===== config.mk =====
export PLATFORM = sky130hd
export DESIGN_NAME = filt_ppi_mac
export DESIGN_NICKNAME = d
export VERILOG_FILES = /design/src/rtl/filt_ppi_pkg.sv /design/src/rtl/filt_ppi_phase_dot.sv /design/src/rtl/filt_ppi_mac.sv
export SDC_FILE = /design/constraint.sdc
export NUM_CORES = 1
export LEC_CHECK = 0
export CAP_MARGIN = 25
export CORE_UTILIZATION = 45
export CTS_CLUSTER_DIAMETER = 30
export DETAILED_ROUTE_END_ITERATION = 7
export PLACE_DENSITY = 0.68
export SETUP_SLACK_MARGIN = 0.2
export SYNTH_ARGS = -nofsm -noshare
export SYNTH_HDL_FRONTEND = slang
export SYNTH_SLANG_ARGS = --single-unit

===== constraint.sdc =====
create_clock -name i_clk -period 13.8 [get_ports i_clk]
set_input_delay 1.38 -clock i_clk [delete_from_list [all_inputs] [get_ports i_clk]]
set_output_delay 1.38 -clock i_clk [all_outputs]
set_load 0.005 [all_outputs]

===== src/rtl/filt_ppi_pkg.sv =====
// Shared constants, coefficient table and FSM encoding for the polyphase
// interpolator MAC (filt_ppi_mac). The prototype filter is symmetric, so only
// the first ceil(N/2) taps are stored; coeff_at() expands them to the full
// zero-padded length c_col*L.
package filt_ppi_pkg;

  localparam int c_idata_width   = 8;
  localparam int c_interp_factor = 4;
  localparam int c_coeff_length  = 17;
  localparam int c_coeff_width   = 8;

  localparam int c_col        = (c_coeff_length + c_interp_factor - 1) / c_interp_factor;
  localparam int c_prod_width = c_idata_width + c_coeff_width;
  localparam int c_sum_width  = c_prod_width + c_col;

  localparam int c_half  = (c_coeff_length + 1) / 2;
  localparam int c_idx_w = $clog2(c_half);

  typedef logic signed [c_coeff_width-1:0] coeff_t;

  // First half (including centre tap) of the symmetric low-pass prototype.
  localparam coeff_t c_coeff [c_half] = '{
    8'sd1, -8'sd2, -8'sd4, 8'sd0, 8'sd9, 8'sd20, 8'sd33, 8'sd44, 8'sd48
  };

  typedef enum logic {
    IDLE = 1'b0,
    EMIT = 1'b1
  } state_t;

  // Full-length tap h[i]: mirrored above the centre, zero past the end.
  function automatic coeff_t coeff_at(input int i);
    int j;
    if (i < 0 || i >= c_coeff_length) return '0;
    j = (i < c_half) ? i : (c_coeff_length - 1 - i);
    return c_coeff[c_idx_w'(j)];
  endfunction

endpackage


===== src/rtl/filt_ppi_phase_dot.sv =====
// Combinational dot product of the delay-line taps with one polyphase
// coefficient column: y = sum_k h[k*L + ph] * taps[k], full precision.
module filt_ppi_phase_dot
  import filt_ppi_pkg::*;
#(
  parameter int gp_idata_width   = c_idata_width,
  parameter int gp_interp_factor = c_interp_factor,
  parameter int gp_coeff_length  = c_coeff_length,
  parameter int gp_coeff_width   = c_coeff_width,
  parameter int gp_odata_width   = gp_idata_width + gp_coeff_width +
                                   ((gp_coeff_length + gp_interp_factor - 1) / gp_interp_factor)
) (
  input  logic signed [gp_idata_width-1:0] taps [(gp_coeff_length + gp_interp_factor - 1) / gp_interp_factor],
  input  logic [((gp_interp_factor > 1) ? $clog2(gp_interp_factor) : 1)-1:0] ph,
  output logic signed [gp_odata_width-1:0] y
);

  localparam int c_taps = (gp_coeff_length + gp_interp_factor - 1) / gp_interp_factor;
  localparam int c_pw   = gp_idata_width + gp_coeff_width;

  // Coefficient at full-filter index i, resized to the configured width.
  function automatic logic signed [gp_coeff_width-1:0] coef_sel(input int i);
    return gp_coeff_width'(coeff_at(i));
  endfunction

  // Exact sign extension of one product to the accumulator width.
  function automatic logic signed [gp_odata_width-1:0] sext_sum(input logic signed [c_pw-1:0] p);
    return gp_odata_width'(p);
  endfunction

  logic signed [c_pw-1:0]           tap_ext;
  logic signed [c_pw-1:0]           coef_ext;
  logic signed [c_pw-1:0]           prod;
  logic signed [gp_odata_width-1:0] acc;

  // Multiply each tap by its phase coefficient and accumulate.
  always_comb begin
    tap_ext  = '0;
    coef_ext = '0;
    prod     = '0;
    acc      = '0;
    for (int k = 0; k < c_taps; k++) begin
      tap_ext  = c_pw'(taps[k]);
      coef_ext = c_pw'(coef_sel(k * gp_interp_factor + int'(ph)));
      prod     = tap_ext * coef_ext;
      acc      = acc + sext_sum(prod);
    end
    y = acc;
  end

endmodule


===== src/rtl/filt_ppi_mac.sv =====
// Polyphase interpolator MAC: one input sample in, gp_interp_factor output
// phases out, each a polyphase branch of the symmetric prototype FIR.
// Optional macro FILT_PPI_PHASE_OUT_EN adds the o_phase output port.
module filt_ppi_mac
  import filt_ppi_pkg::*;
#(
  parameter int gp_idata_width   = c_idata_width,
  parameter int gp_interp_factor = c_interp_factor,
  parameter int gp_coeff_length  = c_coeff_length,
  parameter int gp_coeff_width   = c_coeff_width,
  parameter int gp_odata_width   = gp_idata_width + gp_coeff_width +
                                   ((gp_coeff_length + gp_interp_factor - 1) / gp_interp_factor)
) (
  input  logic                             i_clk,
  input  logic                             i_rst_an,
  input  logic                             i_ena,
  input  logic signed [gp_idata_width-1:0] i_data,
  input  logic                             i_valid,
  output logic                             o_ready,
  output logic signed [gp_odata_width-1:0] o_data,
  output logic                             o_valid,
  input  logic                             i_ready
`ifdef FILT_PPI_PHASE_OUT_EN
  ,
  output logic [((gp_interp_factor > 1) ? $clog2(gp_interp_factor) : 1)-1:0] o_phase
`endif
);

  localparam int c_taps = (gp_coeff_length + gp_interp_factor - 1) / gp_interp_factor;
  localparam int c_phw  = (gp_interp_factor > 1) ? $clog2(gp_interp_factor) : 1;
  localparam logic [c_phw-1:0] c_last = c_phw'(gp_interp_factor - 1);

  logic signed [gp_idata_width-1:0] x_p0  [c_taps];
  logic signed [gp_idata_width-1:0] x_nxt [c_taps];
  state_t                           state;
  logic [c_phw-1:0]                 ph;
  logic [c_phw-1:0]                 ph_nxt;
  logic signed [gp_odata_width-1:0] y_dot;
  logic signed [gp_odata_width-1:0] y_p1;
  logic                             vld_p1;
  logic                             last;
  logic                             accept;
  logic                             advance;

  assign last    = (ph == c_last);
  // Ready is combinational from i_ready so a new sample can be taken on the
  // same cycle the final phase is consumed, giving gapless full-rate output.
  assign o_ready = i_rst_an & i_ena &
                   ((state == IDLE) | ((state == EMIT) & last & i_ready));
  assign accept  = o_ready & i_valid;
  assign advance = i_rst_an & i_ena & (state == EMIT) & i_ready & ~last;

  // Next phase and post-shift delay line feed the dot product, so the output
  // register always captures the value belonging to the state being entered.
  always_comb begin
    ph_nxt = ph;
    x_nxt  = x_p0;
    if (accept) begin
      ph_nxt   = '0;
      x_nxt[0] = i_data;
      for (int k = 1; k < c_taps; k++) x_nxt[k] = x_p0[k-1];
    end else if (advance) begin
      ph_nxt = ph + c_phw'(1);
    end
  end

  filt_ppi_phase_dot #(
    .gp_idata_width  (gp_idata_width),
    .gp_interp_factor(gp_interp_factor),
    .gp_coeff_length (gp_coeff_length),
    .gp_coeff_width  (gp_coeff_width),
    .gp_odata_width  (gp_odata_width)
  ) u_dot (
    .taps(x_nxt),
    .ph  (ph_nxt),
    .y   (y_dot)
  );

  // Sample delay line: shifts only when a sample is accepted.
  always_ff @(posedge i_clk) begin
    if (!i_rst_an) begin
      for (int k = 0; k < c_taps; k++) x_p0[k] <= '0;
    end else if (accept) begin
      x_p0 <= x_nxt;
    end
  end

  // Control FSM with phase counter and registered output sample.
  always_ff @(posedge i_clk) begin
    if (!i_rst_an) begin
      state  <= IDLE;
      ph     <= '0;
      y_p1   <= '0;
      vld_p1 <= 1'b0;
    end else if (i_ena) begin
      case (state)
        IDLE: begin
          if (accept) begin
            state  <= EMIT;
            ph     <= ph_nxt;
            y_p1   <= y_dot;
            vld_p1 <= 1'b1;
          end
        end
        EMIT: begin
          if (i_ready) begin
            if (accept || advance) begin
              ph   <= ph_nxt;
              y_p1 <= y_dot;
            end else begin
              state  <= IDLE;
              vld_p1 <= 1'b0;
            end
          end
        end
        default: begin
          state  <= IDLE;
          vld_p1 <= 1'b0;
        end
      endcase
    end
  end

  assign o_data  = y_p1;
  assign o_valid = vld_p1;

`ifdef FILT_PPI_PHASE_OUT_EN
  logic [c_phw-1:0] phase_p1;

  // Phase index captured together with each new output sample.
  always_ff @(posedge i_clk) begin
    if (!i_rst_an) begin
      phase_p1 <= '0;
    end else if (accept || advance) begin
      phase_p1 <= ph_nxt;
    end
  end

  assign o_phase = phase_p1;
`endif

endmodule


==> metrics.txt <==
# TYPE chip_impl_metric gauge
chip_impl_info{name="status",value="completed"} 1
chip_impl_info{name="cp-startpoint",value="i_ready"} 1
chip_impl_info{name="clk_root_buffer_cell",value="sky130_fd_sc_hd__clkbuf_16"} 1
chip_impl_metric{name="first_global_vias",unit=""} 12100
chip_impl_info{name="rsz0062_at_grt",value="false"} 1
chip_impl_metric{name="ys_ff_latch",unit=""} 65
chip_impl_info{name="capture_instance_of_the_worst_register_to_register_path",value="o_data[20]"} 1
chip_impl_metric{name="setup_tns",unit="ns"} 0
chip_impl_metric{name="antenna_cells",unit=""} 0
chip_impl_info{name="timing.critical_path.to",value="o_data[20]"} 1
chip_impl_info{name="cp-end-kind",value="flop"} 1
chip_impl_metric{name="max_clock_freq",unit="MHz"} 76.6
chip_impl_metric{name="antenna_found_initial",unit=""} 0
chip_impl_info{name="critical_path.startpoint_type",value="input pin"} 1
chip_impl_metric{name="chipHeight",unit="microns"} 194
chip_impl_info{name="r2r-start",value="ph[0]"} 1
chip_impl_metric{name="synth_edf_count",unit=""} 0
chip_impl_metric{name="synthCells",unit=""} 1754
chip_impl_metric{name="cap_viol_max_count",unit=""} 0
chip_impl_metric{name="floorplan.initialDensity",unit=""} 0.456
chip_impl_metric{name="placement.setup.worst_slack",unit="ns"} 0.0834
chip_impl_metric{name="synth_largest_type_area_fraction",unit=""} 0.440
chip_impl_metric{name="drt-vias-per-instance",unit=""} 4.98
chip_impl_metric{name="cts_num_sinks",unit=""} 65
chip_impl_metric{name="grtUsageTotal",unit=""} 0.208
chip_impl_metric{name="num_rows",unit=""} 70
chip_impl_metric{name="timing.critical_path.required",unit="ns"} 14.06
chip_impl_metric{name="design.core.area",unit="sq um"} 36400
chip_impl_metric{name="first_pass_iters",unit=""} 5
chip_impl_metric{name="detailed_place.area",unit="sq um"} 17700
chip_impl_metric{name="gpl.final_weighted_congestion",unit=""} 0.887
chip_impl_info{name="min-delay-path-class",value="flop to flop"} 1
chip_impl_metric{name="final_core_utilization",unit=""} 0.497
chip_impl_info{name="critical_path.slowest_cell",value="sky130_fd_sc_hd__clkdlybuf4s50_1"} 1
chip_impl_metric{name="fin_crit_sh",unit=""} 0.947
chip_impl_metric{name="synth.lib_cells_used.distinct",unit=""} 59
chip_impl_metric{name="power_density",unit="nW/um^2"} 34.9
chip_impl_metric{name="static_leakage",unit="nW"} 8.77
chip_impl_metric{name="floorplan.die.width",unit="microns"} 194
chip_impl_metric{name="die-area",unit="sq um"} 37700
chip_impl_metric{name="io_pins",unit=""} 36
chip_impl_metric{name="worstRegToRegCells",unit=""} 41
chip_impl_metric{name="totalWireLength",unit="microns"} 36600
chip_impl_metric{name="drt_drc_violations_left",unit=""} 0
chip_impl_metric{name="detailroute.via_count",unit=""} 11400
chip_impl_metric{name="finalWorstPathRequiredPeriod",unit="ns"} 13.06
chip_impl_info{name="timing.setup.critical_path_class",value="input pin to flop"} 1
chip_impl_info{name="path_common_cell",value="sky130_fd_sc_hd__fa_1"} 1
chip_impl_metric{name="synth.yosys.seq_area_share",unit=""} 0.0783
chip_impl_metric{name="final_hold_viol_count",unit=""} 0
chip_impl_metric{name="nNetsFinal",unit=""} 2377
chip_impl_metric{name="final_design_area_no_fill",unit="sq um"} 18100
chip_impl_metric{name="io_buffers",unit=""} 35
chip_impl_metric{name="synthesis.yosys.warnings",unit=""} 0
chip_impl_metric{name="flow.area_growth_from_synthesis",unit="%"} 9.05
chip_impl_metric{name="synth_area",unit="sq um"} 16600
chip_impl_info{name="tritoncts",value="built"} 1
chip_impl_metric{name="mappedNetlistNets",unit=""} 2322
chip_impl_metric{name="setup_viol_count_final",unit=""} 0
chip_impl_metric{name="setup_slack_reg_to_reg",unit="ns"} 1.57
chip_impl_metric{name="inserted_clock_buffers",unit=""} 9
chip_impl_metric{name="synth.avg_cell_area",unit="sq um"} 9.47
chip_impl_metric{name="clk-insertion-delay-late",unit="ns"} 0.35
chip_impl_metric{name="power.ir.vdd_worst",unit="uV"} 45.9
chip_impl_metric{name="detailed_place_hpwl",unit="microns"} 31600
chip_impl_metric{name="arrival",unit="ns"} 13.32
chip_impl_metric{name="routed_wire_length_per_instance",unit="microns"} 16.1
chip_impl_metric{name="worstMarginPinSlew",unit="ns"} 0.959
chip_impl_metric{name="cts-htree-levels",unit=""} 3
chip_impl_metric{name="share_of_layout_cells_above_drive_strength_1",unit=""} 0.0574
chip_impl_metric{name="setup_ws",unit="ns"} 0.738
chip_impl_metric{name="maxSlewViolCount",unit=""} 0
chip_impl_metric{name="drt_iter0_markers",unit=""} 729
chip_impl_metric{name="route.antenna.remaining_nets",unit=""} 0
chip_impl_metric{name="total_power",unit="mW"} 0.632
chip_impl_metric{name="cts-root-to-sink-buffers",unit=""} 2
chip_impl_metric{name="crit_fanout",unit=""} 7
chip_impl_metric{name="grt.overflow.total",unit=""} 0
chip_impl_info{name="synth.largest_area_cell",value="sky130_fd_sc_hd__fa_1"} 1
chip_impl_metric{name="maxSlewHeadroom",unit=""} 0.342
chip_impl_metric{name="synth_async_sr_flop_share",unit=""} 0
chip_impl_metric{name="grt_start_max_net_pins",unit=""} 70
chip_impl_info{name="synthFlopType",value="sky130_fd_sc_hd__dfxtp_1"} 1
chip_impl_metric{name="cts.reportedPaths.clkPinSlew",unit="ns"} 0.06
chip_impl_metric{name="wire_length_of_the_first_global_routing_pass",unit="microns"} 61900
chip_impl_metric{name="fin_skew",unit="ns"} 0.00940
chip_impl_info{name="ys_top_cells_by_area",value="sky130_fd_sc_hd__fa_1, sky130_fd_sc_hd__ha_1, sky130_fd_sc_hd__inv_1"} 1
chip_impl_metric{name="crit_path_max_incr_delay",unit="ns"} 0.51
==> per-stage QoR <==
step                      cells  hold WS [ns]
after CTS                  2275         0.465
after global routing       2280         0.491
final                      2280         0.461
after floorplan            1754         0.457
after detailed placement   2261         0.457
after global placement     2261         0.450
==> worst min path at each step <==
stage               slack (ns)  cells past startpoint    endpoint        from
floorplan                 0.46                      2   o_data[0]   o_data[0]
global placement          0.45                      2   o_data[8]   o_data[8]
detailed placement        0.46                      2  o_data[11]  o_data[11]
CTS                       0.47                      2  o_data[11]  o_data[11]
global route              0.49                      2   o_data[3]   o_data[3]
finish                    0.46                      2   o_data[8]   o_data[8]
==> cells by family (layout without fill, tap and decap cells) <==
group / Yosys count / count (layout) / share of synthesized area
AO/OA/AOI/OAI: 123 / 123 / 0.0510
AND/OR/NAND/NOR: 432 / 432 / 0.128
flip-flops: 65 / 65 / 0.0783
multiplexers: 40 / 40 / 0.0242
other: 1 / 1 / 0.000226
buffers and inverters: 500 / 558 / 0.115
XOR/XNOR: 38 / 38 / 0.0212
adder cells (fa/ha/maj): 555 / 555 / 0.583
==> layout by cell type (no fill, tap or decap), drive strengths merged, types with 2 or more instances in the layout <==
cell / netlist / final
xnor2: 31 / 31
nor3b: 2 / 2
o211ai: 7 / 7
o31ai: 3 / 3
nand3: 18 / 18
nand2: 92 / 92
o211a: 3 / 3
xor2: 7 / 7
bufinv: 0 / 2
and3: 8 / 8
nand4: 3 / 3
clkinv: 1 / 2
or2: 18 / 18
a21boi: 12 / 12
o21a: 8 / 8
and2: 32 / 32
or3: 4 / 4
dfxtp: 65 / 65
a211oi: 11 / 11
clkbuf: 26 / 11
inv: 461 / 460
mux2i: 39 / 39
fa: 365 / 365
nor2: 139 / 139
o2111ai: 2 / 2
ha: 190 / 190
a21o: 9 / 9
nor3: 7 / 7
buf: 12 / 48
o41ai: 4 / 4
nand2b: 27 / 27
nor2b: 79 / 79
a21oi: 24 / 24
clkdlybuf4s50: 0 / 34
a31oi: 4 / 4
o21ai: 28 / 28
==> flip-flops by register name, indices dropped and copies added (netlist names) <==
signal / flops
o_data: 21
o_valid: 1
ph: 2
state: 1
x_p0: 40
==> cells in the mapped netlist, types with 9 or more instances <==
| master | count |
|---|---|
| sky130_fd_sc_hd__clkbuf_1 | 26 |
| sky130_fd_sc_hd__nand2b_1 | 27 |
| sky130_fd_sc_hd__nor2_1 | 139 |
| sky130_fd_sc_hd__dfxtp_1 | 65 |
| sky130_fd_sc_hd__ha_1 | 190 |
| sky130_fd_sc_hd__inv_1 | 458 |
| sky130_fd_sc_hd__o21ai_0 | 24 |
| sky130_fd_sc_hd__a21oi_1 | 24 |
| sky130_fd_sc_hd__and2_1 | 32 |
| sky130_fd_sc_hd__a21o_1 | 9 |
| sky130_fd_sc_hd__or2_2 | 17 |
| sky130_fd_sc_hd__nand3_1 | 17 |
| sky130_fd_sc_hd__nor2b_1 | 79 |
| sky130_fd_sc_hd__nand2_1 | 91 |
| sky130_fd_sc_hd__mux2i_1 | 39 |
| sky130_fd_sc_hd__a21boi_0 | 10 |
| sky130_fd_sc_hd__fa_1 | 365 |
| sky130_fd_sc_hd__a211oi_1 | 11 |
| sky130_fd_sc_hd__xnor2_1 | 30 |
==> where the power goes <==
group	internal [mW]	switching (mW)	leakage, nW
clock network	0.166	0.0939	0.157
registers	0.191	0.00243	0.525
logic	0.0751	0.103	8.09
total	0.432	0.199	8.77
==> layer usage <==
layer | wire length (microns) | part of all wire | track usage
met5 | 0 | 0 | 0
met4 | 714 | 0.020 | 0.0541
met3 | 1280 | 0.035 | 0.0176
met2 | 18700 | 0.51 | 0.357
met1 | 15900 | 0.43 | 0.284
==> area by class of cell <==
type                            count  area, sq um
Clock buffer                       11          253
Multi-Input combinational cell   1189        13500
Fill cell                        3407        18300
Timing Repair Buffer               82          727
Sequential cell                    65         1300
Tap cell                          468          586
Inverter                          462         1740
Clock inverter                      3         65.1
==> repair_timing <==
item / in CTS / in global routing
hold buffers: 0 / 0
setup endpoints to repair: 0 / 7
setup buffers: 0 / 4
resized for setup: 0 / 10
endpoints found under the hold margin: 0 / 0
==> critical path: cells and delay by family <==
kind                       cells  cell delay (ns)
buffers and inverters         11             1.67
AOI/OAI and AO/OA              9             2.35
muxes                          1             0.39
and+or+nand+nor                4             0.70
adders and majority gates     15             6.67
xor gates and xnor gates       1             0.12
Note: power is estimated with default switching activity, not from simulation.
